<file path="config.mk">
export PLATFORM = sky130hd
export DESIGN_NAME = writeback_queue
export DESIGN_NICKNAME = d
export VERILOG_FILES = /design/src/rtl/writeback_queue.sv
export SDC_FILE = /design/constraint.sdc
export NUM_CORES = 1
export LEC_CHECK = 0
export ABC_AREA = 1
export CAP_MARGIN = 20
export CORE_MARGIN = 5
export CORE_UTILIZATION = 35
export DETAILED_ROUTE_END_ITERATION = 16
export PLACE_DENSITY = 0.58
export SLEW_MARGIN = 20
export SYNTH_ARGS = -nofsm -noshare
export SYNTH_HDL_FRONTEND = slang
export SYNTH_SLANG_ARGS = --single-unit
</file>
<file path="constraint.sdc">
create_clock -name i_CLK -period 6.4 [get_ports i_CLK]
set_clock_uncertainty 0.1 [all_clocks]
set_input_delay 1.28 -clock i_CLK [delete_from_list [all_inputs] [get_ports i_CLK]]
set_output_delay 1.28 -clock i_CLK [all_outputs]
set_load 0.02 [all_outputs]
</file>
<file path="src/rtl/writeback_queue.sv">
`timescale 1ns/1ps
// Dual-lane writeback queue: buffers result pairs and drives the
// register bank's enable-then-data write protocol with a pending scoreboard.
module writeback_queue #(
  parameter int DEPTH = 4
) (
  input  logic       i_CLK,
  input  logic       i_RST_N,
  input  logic       i_Valid1,
  input  logic [2:0] i_Dest1,
  input  logic [7:0] i_Result1,
  input  logic       i_Valid2,
  input  logic [2:0] i_Dest2,
  input  logic [7:0] i_Result2,
  input  logic       i_Hold,
  output logic       o_Ready,
  output logic       o_WriteBack,
  output logic       o_WriteBack2,
  output logic [2:0] o_AddrRegDest,
  output logic [2:0] o_AddrRegDest2,
  output logic [7:0] o_WriteData,
  output logic [7:0] o_WriteData2,
  output logic [7:0] o_Pending,
  output logic       o_Overflow
);

  localparam int PW = $clog2(DEPTH);

  typedef struct packed {
    logic       v1;
    logic [2:0] d1;
    logic [7:0] r1;
    logic       v2;
    logic [2:0] d2;
    logic [7:0] r2;
  } pair_t;

  pair_t         mem [DEPTH];
  pair_t         inPair;
  pair_t         head;
  logic [PW-1:0] wrPtr;
  logic [PW-1:0] rdPtr;
  logic [PW:0]   count;
  logic          anyValid;
  logic          push;
  logic          pop;
  logic [7:0]    enR1;
  logic [7:0]    enR2;
  logic          dv1;
  logic          dv2;
  logic [2:0]    dd1;
  logic [2:0]    dd2;
  logic [7:0]    pend;

  assign anyValid = i_Valid1 | i_Valid2;
  assign o_Ready  = count < (PW+1)'(DEPTH);
  assign push     = anyValid & o_Ready;
  assign pop      = (count != '0) & ~i_Hold;
  assign head     = mem[rdPtr];

  // lane 2 is later in program order, so it wins a shared destination
  always_comb begin
    inPair    = '0;
    inPair.v1 = i_Valid1 &
                ~(i_Valid2 & (i_Dest1 == i_Dest2));
    inPair.d1 = i_Dest1;
    inPair.r1 = i_Result1;
    inPair.v2 = i_Valid2;
    inPair.d2 = i_Dest2;
    inPair.r2 = i_Result2;
  end

  always_ff @(posedge i_CLK) begin
    if (push) mem[wrPtr] <= inPair;
  end

  always_ff @(posedge i_CLK or negedge i_RST_N) begin
    if (!i_RST_N) begin
      count      <= '0;
      wrPtr      <= '0;
      rdPtr      <= '0;
      o_Overflow <= 1'b0;
    end else begin
      if (push) wrPtr <= wrPtr + 1'b1;
      if (pop)  rdPtr <= rdPtr + 1'b1;
      if (anyValid & ~o_Ready) o_Overflow <= 1'b1;
      unique case ({push, pop})
        2'b10:   count <= count + 1'b1;
        2'b01:   count <= count - 1'b1;
        default: count <= count;
      endcase
    end
  end

  always_ff @(posedge i_CLK or negedge i_RST_N) begin
    if (!i_RST_N) begin
      o_WriteBack    <= 1'b0;
      o_WriteBack2   <= 1'b0;
      o_AddrRegDest  <= '0;
      o_AddrRegDest2 <= '0;
      enR1           <= '0;
      enR2           <= '0;
    end else if (pop) begin
      o_WriteBack    <= head.v1;
      o_WriteBack2   <= head.v2;
      o_AddrRegDest  <= head.d1;
      o_AddrRegDest2 <= head.d2;
      enR1           <= head.r1;
      enR2           <= head.r2;
    end else begin
      o_WriteBack    <= 1'b0;
      o_WriteBack2   <= 1'b0;
    end
  end

  always_ff @(posedge i_CLK or negedge i_RST_N) begin
    if (!i_RST_N) begin
      o_WriteData  <= '0;
      o_WriteData2 <= '0;
      dv1          <= 1'b0;
      dv2          <= 1'b0;
      dd1          <= '0;
      dd2          <= '0;
    end else begin
      o_WriteData  <= enR1;
      o_WriteData2 <= enR2;
      dv1          <= o_WriteBack;
      dv2          <= o_WriteBack2;
      dd1          <= o_AddrRegDest;
      dd2          <= o_AddrRegDest2;
    end
  end

  // occupancy of slot i is its distance from the head vs. count
  always_comb begin
    logic [PW-1:0] offs;
    pend = '0;
    offs = '0;
    for (int i = 0; i < DEPTH; i++) begin
      offs = PW'(i) - rdPtr;
      if ({1'b0, offs} < count) begin
        if (mem[i].v1) pend[mem[i].d1] = 1'b1;
        if (mem[i].v2) pend[mem[i].d2] = 1'b1;
      end
    end
    if (o_WriteBack)  pend[o_AddrRegDest]  = 1'b1;
    if (o_WriteBack2) pend[o_AddrRegDest2] = 1'b1;
    if (dv1) pend[dd1] = 1'b1;
    if (dv2) pend[dd2] = 1'b1;
  end

  assign o_Pending = pend;

endmodule

</file>
* Word level (Yosys, flattened, before mapping)
Memories as Yosys holds them, arrays and structs flattened.
Index checks and enable logic that the tools add are counted.
** Cells by class
- Mux-type cells :: 49
- $add $sub $neg :: 8
- Bitwise gates (word level) :: 20
- Order comparisons :: 29
- Reductions and logical operators :: 14
- Equal/unequal tests :: 3
** Operator list (count)
- two-way mux 8 bit :: 20
- OR 8 bit :: 11
- less-than comparator 3 x 4 -> 1 bit, second input constant :: 12
- demux 1 bit (select 3 bit) :: 12
- >= comparator 3 x 1 -> 1 bit, second input constant :: 12
- two-way mux 1 bit :: 16
- logical AND 1 bit :: 12
- less-than comparator 2 x 3 -> 1 bit :: 4
- one-hot mux 3 bit (2 select lines) :: 1
- bitwise AND 1 bit :: 5
- adder 2 x 1 -> 2 bit, second input constant :: 2
- subtractor 1 x 2 -> 2 bit, first input constant :: 2
- subtractor 2 bit, first input constant :: 2
- adder 3 x 1 -> 3 bit, second input constant :: 1
- == test 3 bit :: 1
- less-than comparator 3 bit, second input constant :: 1
- NOT 1 bit :: 3
- nonzero test 3 bit :: 1
- subtractor 3 x 1 -> 3 bit, second input constant :: 1
- == test 2 x 1 -> 1 bit, second input constant :: 1
- == test 2 bit, second input constant :: 1
- nonzero test 2 bit :: 1
- OR 1 bit :: 1
** Storage, ports and cells
- Word-level logic and storage cells :: 140
- Bits in registers :: 56
- Output and inout bits :: 34
- Memories :: 1
- Input port bits :: 27
- Memory bits (writable) :: 96
** Memories
- mem :: words 4, bits a word 24, rd ports 5, clocked after memory_dff 0, wr ports 1, RTL line 38 : pair_t mem [DEPTH];

* Longest topological paths before layout
- Depth in word-level cells :: 35
- Mapped depth :: 14

* Worst setup path after synthesis
Ideal clock, no wire load.
- Kind :: register -> output
- Start :: reg rdPtr[0]
- End :: out o_Pending[3]
- Cell stages (with the launch flop) :: 15
- Setup slack :: 3.365 ns
- Arrival :: 1.655 ns
- Required time :: 5.020 ns
- Buffers on the path :: 0
- Path through :: dfrtp_1 nor2_2 inv_1 nand2_1 inv_1 ha_1 inv_1 nor2_1 nand2_1 nand2_2 inv_2 nand2_1 inv_1 nor2_1 nand2_1
** On the way
- Cells in the longest elaborated chain, start to end :: 29
- Elaborated cells on any way between the ends :: 35
- Classes of those cells :: add/sub (4); order compare (4); mux (17); bitwise (10)
** RTL lines
- start, declared :: RTL line 42 : logic [PW-1:0] rdPtr;
- start signal, assigned :: RTL line 85 : if (pop) rdPtr <= rdPtr + 1'b1;
- subtractor 1 x 2 -> 2 bit :: RTL line 140 : offs = PW'(i) - rdPtr;
- less-than comparator 2 x 3 -> 1 bit :: RTL line 141 : if ({1'b0, offs} < count) begin
- two-way mux 8 bit :: RTL line 141
- OR 8 bit (no source line)
- two-way mux 8 bit :: RTL line 142 : if (mem[i].v1) pend[mem[i].d1] = 1'b1;
- two-way mux 8 bit :: RTL line 141
- OR 8 bit (no source line)
- two-way mux 8 bit :: RTL line 143 : if (mem[i].v2) pend[mem[i].d2] = 1'b1;
- [13 not listed]
- OR 8 bit (no source line)
- two-way mux 8 bit * :: RTL line 146 : if (o_WriteBack) pend[o_AddrRegDest] = 1'b1;
- OR 8 bit (no source line)
- two-way mux 8 bit * :: RTL line 147 : if (o_WriteBack2) pend[o_AddrRegDest2] = 1'b1;
- OR 8 bit (no source line)
- two-way mux 8 bit * :: RTL line 148 : if (dv1) pend[dd1] = 1'b1;
- OR 8 bit (no source line)
- two-way mux 8 bit * :: RTL line 149 : if (dv2) pend[dd2] = 1'b1;
- end, declared :: RTL line 23 : output logic [7:0] o_Pending,
Mark *: on every way between the ends. The rest lies on a longest branch, timed or not. The select of a mux whose other input is x is not followed.

* Worst setup path in the final report
- Start :: reg rdPtr[0]
- End :: out o_Pending[2]
The elaborated chain is that of the path after synthesis.

==> impl_metrics.csv <==
group,metric,value,unit
status,run_status,"complete, no violations",
cts,worst_setup_hold_path_clk_slew,60,ps
cts,cts_repair_resize_count,0,
worst_setup_path,crit_type,"reg2out",
floorplanning,die_extent_in_y,150,µm
cts,clk-insertion-delay-late,420,ps
routing,vias_per_cell,4.69,
cts,htreeDepth,4,
synthesis,synth_cell_type_count,28,
routing,detailedRoute.firstPassIterationCount,5,
worst_setup_path,reg2reg_setup_slack,3800,ps
synthesis,yosys_register_bits,152,
cts,cts.hold.buffers_added,0,
job,drv_cap,0,
global_route,grt_pass1_wl,26100,µm
global_route,grt_max_degree,57,
cells_and_area,layout-drive-gt1-share,6.91,%
worst_setup_path,startpoint_type_of_the_worst_setup_path,"register",
sta,post-route-min-period,4410,ps
worst_setup_path,cp_data_required_time,5020,ps
sta,timing.max_slew.rel_slack,37.9,%
sta,finalSetupViolations,0,
synthesis,yosysWarningCount,0,
routing,initialDrtViolationCount,351,
sta,final_max_slew_viol_count,0,
global_route,number_of_antenna_violations_at_the_first_check_in_global_routing,0,
place,dpl.hpwl,11500,µm
global_route,grt_remaining_overflow,0,
global_route,grt_usage,15.4,%
power_and_ir_drop,worst_vdd_rail_ir_drop,0.158,mV
cells_and_area,finalCoreUtilization,43.1,%
cts,cts_tree,"yes",
sta,fin_crit_sh,68.9,%
cells_and_area,nFillCells,1898,
min_path,timing.hold.worst.class,"reg2reg",
worst_setup_path,timing.critical_path.fanout_max,23,
routing,post-route-drc-count,0,
global_route,grt_pass1_vias,4901,
sta,clock.fmax,0.227,GHz
cells_and_area,multi_input_combinational_cell_area,2170,µm²
floorplanning,num_rows,51,
cts,cts_setup_buffers,0,
routing,finalWirelength,16800,µm
worst_setup_path,setup.worst_path.end_class,"primary output",
cells_and_area,regArea,4280,µm²
cells_and_area,insertedDiodeCount,0,
power_and_ir_drop,power.total,4.01,mW
floorplanning,floorplan.initialDensity,35.4,%
synthesis,synth_seq_area_share,62.6,%
sta,rsz0062_at_grt,"false",
cts,clockBufferDepth,2,
cts,ctsRootBufferMaster,"sky130_fd_sc_hd__clkbuf_16",
sta,max_slew.worst_pin.slew,930,ps
cells_and_area,nets,835,
power_and_ir_drop,power.density_cell_area,481,nW/µm²
place,place_congestion,0.904,
floorplanning,core_area,19300,µm²
floorplanning,die_w,150,µm
sta,fin_setup_tns,0,ps
routing,ant_nets,0,
cts,cts_made_buffers,17,
synthesis,synthesis.area_per_instance,9.41,µm²
synthesis,syn_inst,728,
place,io_buffer_count,60,
synthesis,syn_area,6850,µm²
floorplanning,num_io_pins,61,
routing,wl_cell,15.6,µm
sta,hold_viol,0,
worst_setup_path,crit_arrival,3030,ps
floorplanning,dieArea,22500,µm²
power_and_ir_drop,total_leakage_power,3.59,nW
routing,vias,5049,
cts,clock_sink_count,152,
synthesis,syn_nets,765,
cells_and_area,synthToLayoutAreaGrowth,21.8,%
Yosys cell counts (all sizes together):
library cell    n  share of area [%]
a31oi           1              0.091
inv            87                4.8
dfrtp          56                 20
nand3          22                1.6
xnor2           2               0.26
nor3            7               0.58
ha              9                1.6
a21oi          16                1.2
buf            13                1.1
fa              1               0.29
xor2            3               0.38
nand4          55                5.0
edfxtp         96                 42
nand2         273                 15
o21ai          16                1.2
o22ai           4               0.37
o21bai          1               0.11
nor2           64                3.7
clkbuf          2               0.11
placed cells by master, fill, tap and decap left out, drive strengths merged:
master         Yosys  final
nand2            273    273
clkinvlp           0      1
o21bai             1      1
edfxtp            96     96
inv               87     93
buf               13      7
bufinv             0      1
xnor2              2      2
o21ai             16     16
dfrtp             56     56
o22ai              4      4
clkbuf             2     22
ha                 9      9
nor2              64     64
clkinv             0      2
xor2               3      3
a31oi              1      1
fa                 1      1
a21oi             16     16
clkdlybuf4s50      0     59
nand4             55     55
nor3               7      7
nand3             22     22
power breakdown:
| part | leakage [nW] | internal, mW | switching [mW] |
|---|---|---|---|
| sequential | 1.57 | 1.35 | 0.208 |
| combinational | 1.74 | 0.517 | 0.954 |
| clock | 0.290 | 0.584 | 0.396 |
registers in the layout (all words and copies together) (netlist names):
| name | flops |
|---|---|
| o_AddrRegDest2 | 3 |
| mem | 96 |
| o_WriteBack | 1 |
| dv2 | 1 |
| dv1 | 1 |
| dd1 | 3 |
| o_WriteData | 8 |
| rdPtr | 2 |
| o_AddrRegDest | 3 |
| enR2 | 8 |
| dd2 | 3 |
| o_WriteData2 | 8 |
| enR1 | 8 |
| count | 3 |
| o_WriteBack2 | 1 |
| wrPtr | 2 |
| o_Overflow | 1 |
metal layers:
| layer | up-vias | track usage, % | wire length (µm) |
|---|---|---|---|
| met3 | 27 | 3.88 | 886 |
| met4 | 0 | 5.99 | 435 |
| li1 | 2537 | - | - |
| met5 | - | 0 | 0 |
| met1 | 2346 | 20.2 | 7610 |
| met2 | 139 | 24.5 | 7830 |
critical path, stage by stage (launching register included):
cell and delay [ps]:
sky130_fd_sc_hd__dfrtp_1 440, sky130_fd_sc_hd__nor2_2 120, sky130_fd_sc_hd__buf_4 300, sky130_fd_sc_hd__inv_1 130, sky130_fd_sc_hd__nand2_1 100, sky130_fd_sc_hd__inv_1 60
sky130_fd_sc_hd__ha_1 270, sky130_fd_sc_hd__inv_1 50, sky130_fd_sc_hd__nor2_1 30, sky130_fd_sc_hd__nand2_1 70, sky130_fd_sc_hd__nand2_2 110, sky130_fd_sc_hd__a21oi_1 160
sky130_fd_sc_hd__nor2_1 80, sky130_fd_sc_hd__nand2_1 80, sky130_fd_sc_hd__clkdlybuf4s50_1 600
metrics by stage:
step / area [µm²] / std cells / hold slack [ps] / worst slack (ps)
after floorplan: 6850 / 728 / 254 / 3360
after global placement: 7750 / 1044 / 259 / 2480
after detailed placement: 7750 / 1044 / 259 / 2420
after CTS: 8340 / 1076 / 274 / 1960
after global routing: 8340 / 1076 / 283 / 1720
final: 8340 / 1076 / 274 / 1990
cells by family (layout without fill, tap and decap cells):
logic type | Yosys count | after routing | synth area share, %
simple gates | 421 | 421 | 25.9
buf+inv | 102 | 185 | 5.94
flops | 152 | 152 | 62.6
xor+xnor | 5 | 5 | 0.640
compound gates | 38 | 38 | 3.01
fa+ha+maj | 10 | 10 | 1.94
layout make-up:
type                    count  area share (%)
flip-flops and latches    152            51.4
clock buffers              22            5.81
well taps                 265            3.98
repair buffers             66            7.68
clock inverters            10            1.25
multi-input cells         474            26.0
inverters                  87            3.92
path summary, 6_finish.rpt:
kind,endpoint,cells after the start,from
hold / removal,o_WriteData2[1],0,enR2[1]
setup reg to reg,count[2],8,count[2]
hold reg to reg,o_WriteData2[1],0,enR2[1]
min in group asynchronous,dd1[0],2,i_RST_N
setup / recovery,o_Pending[2],14,rdPtr[0]
max in group asynchronous,o_WriteData[5],2,i_RST_N
Note: power is estimated with default switching activity, not from simulation.
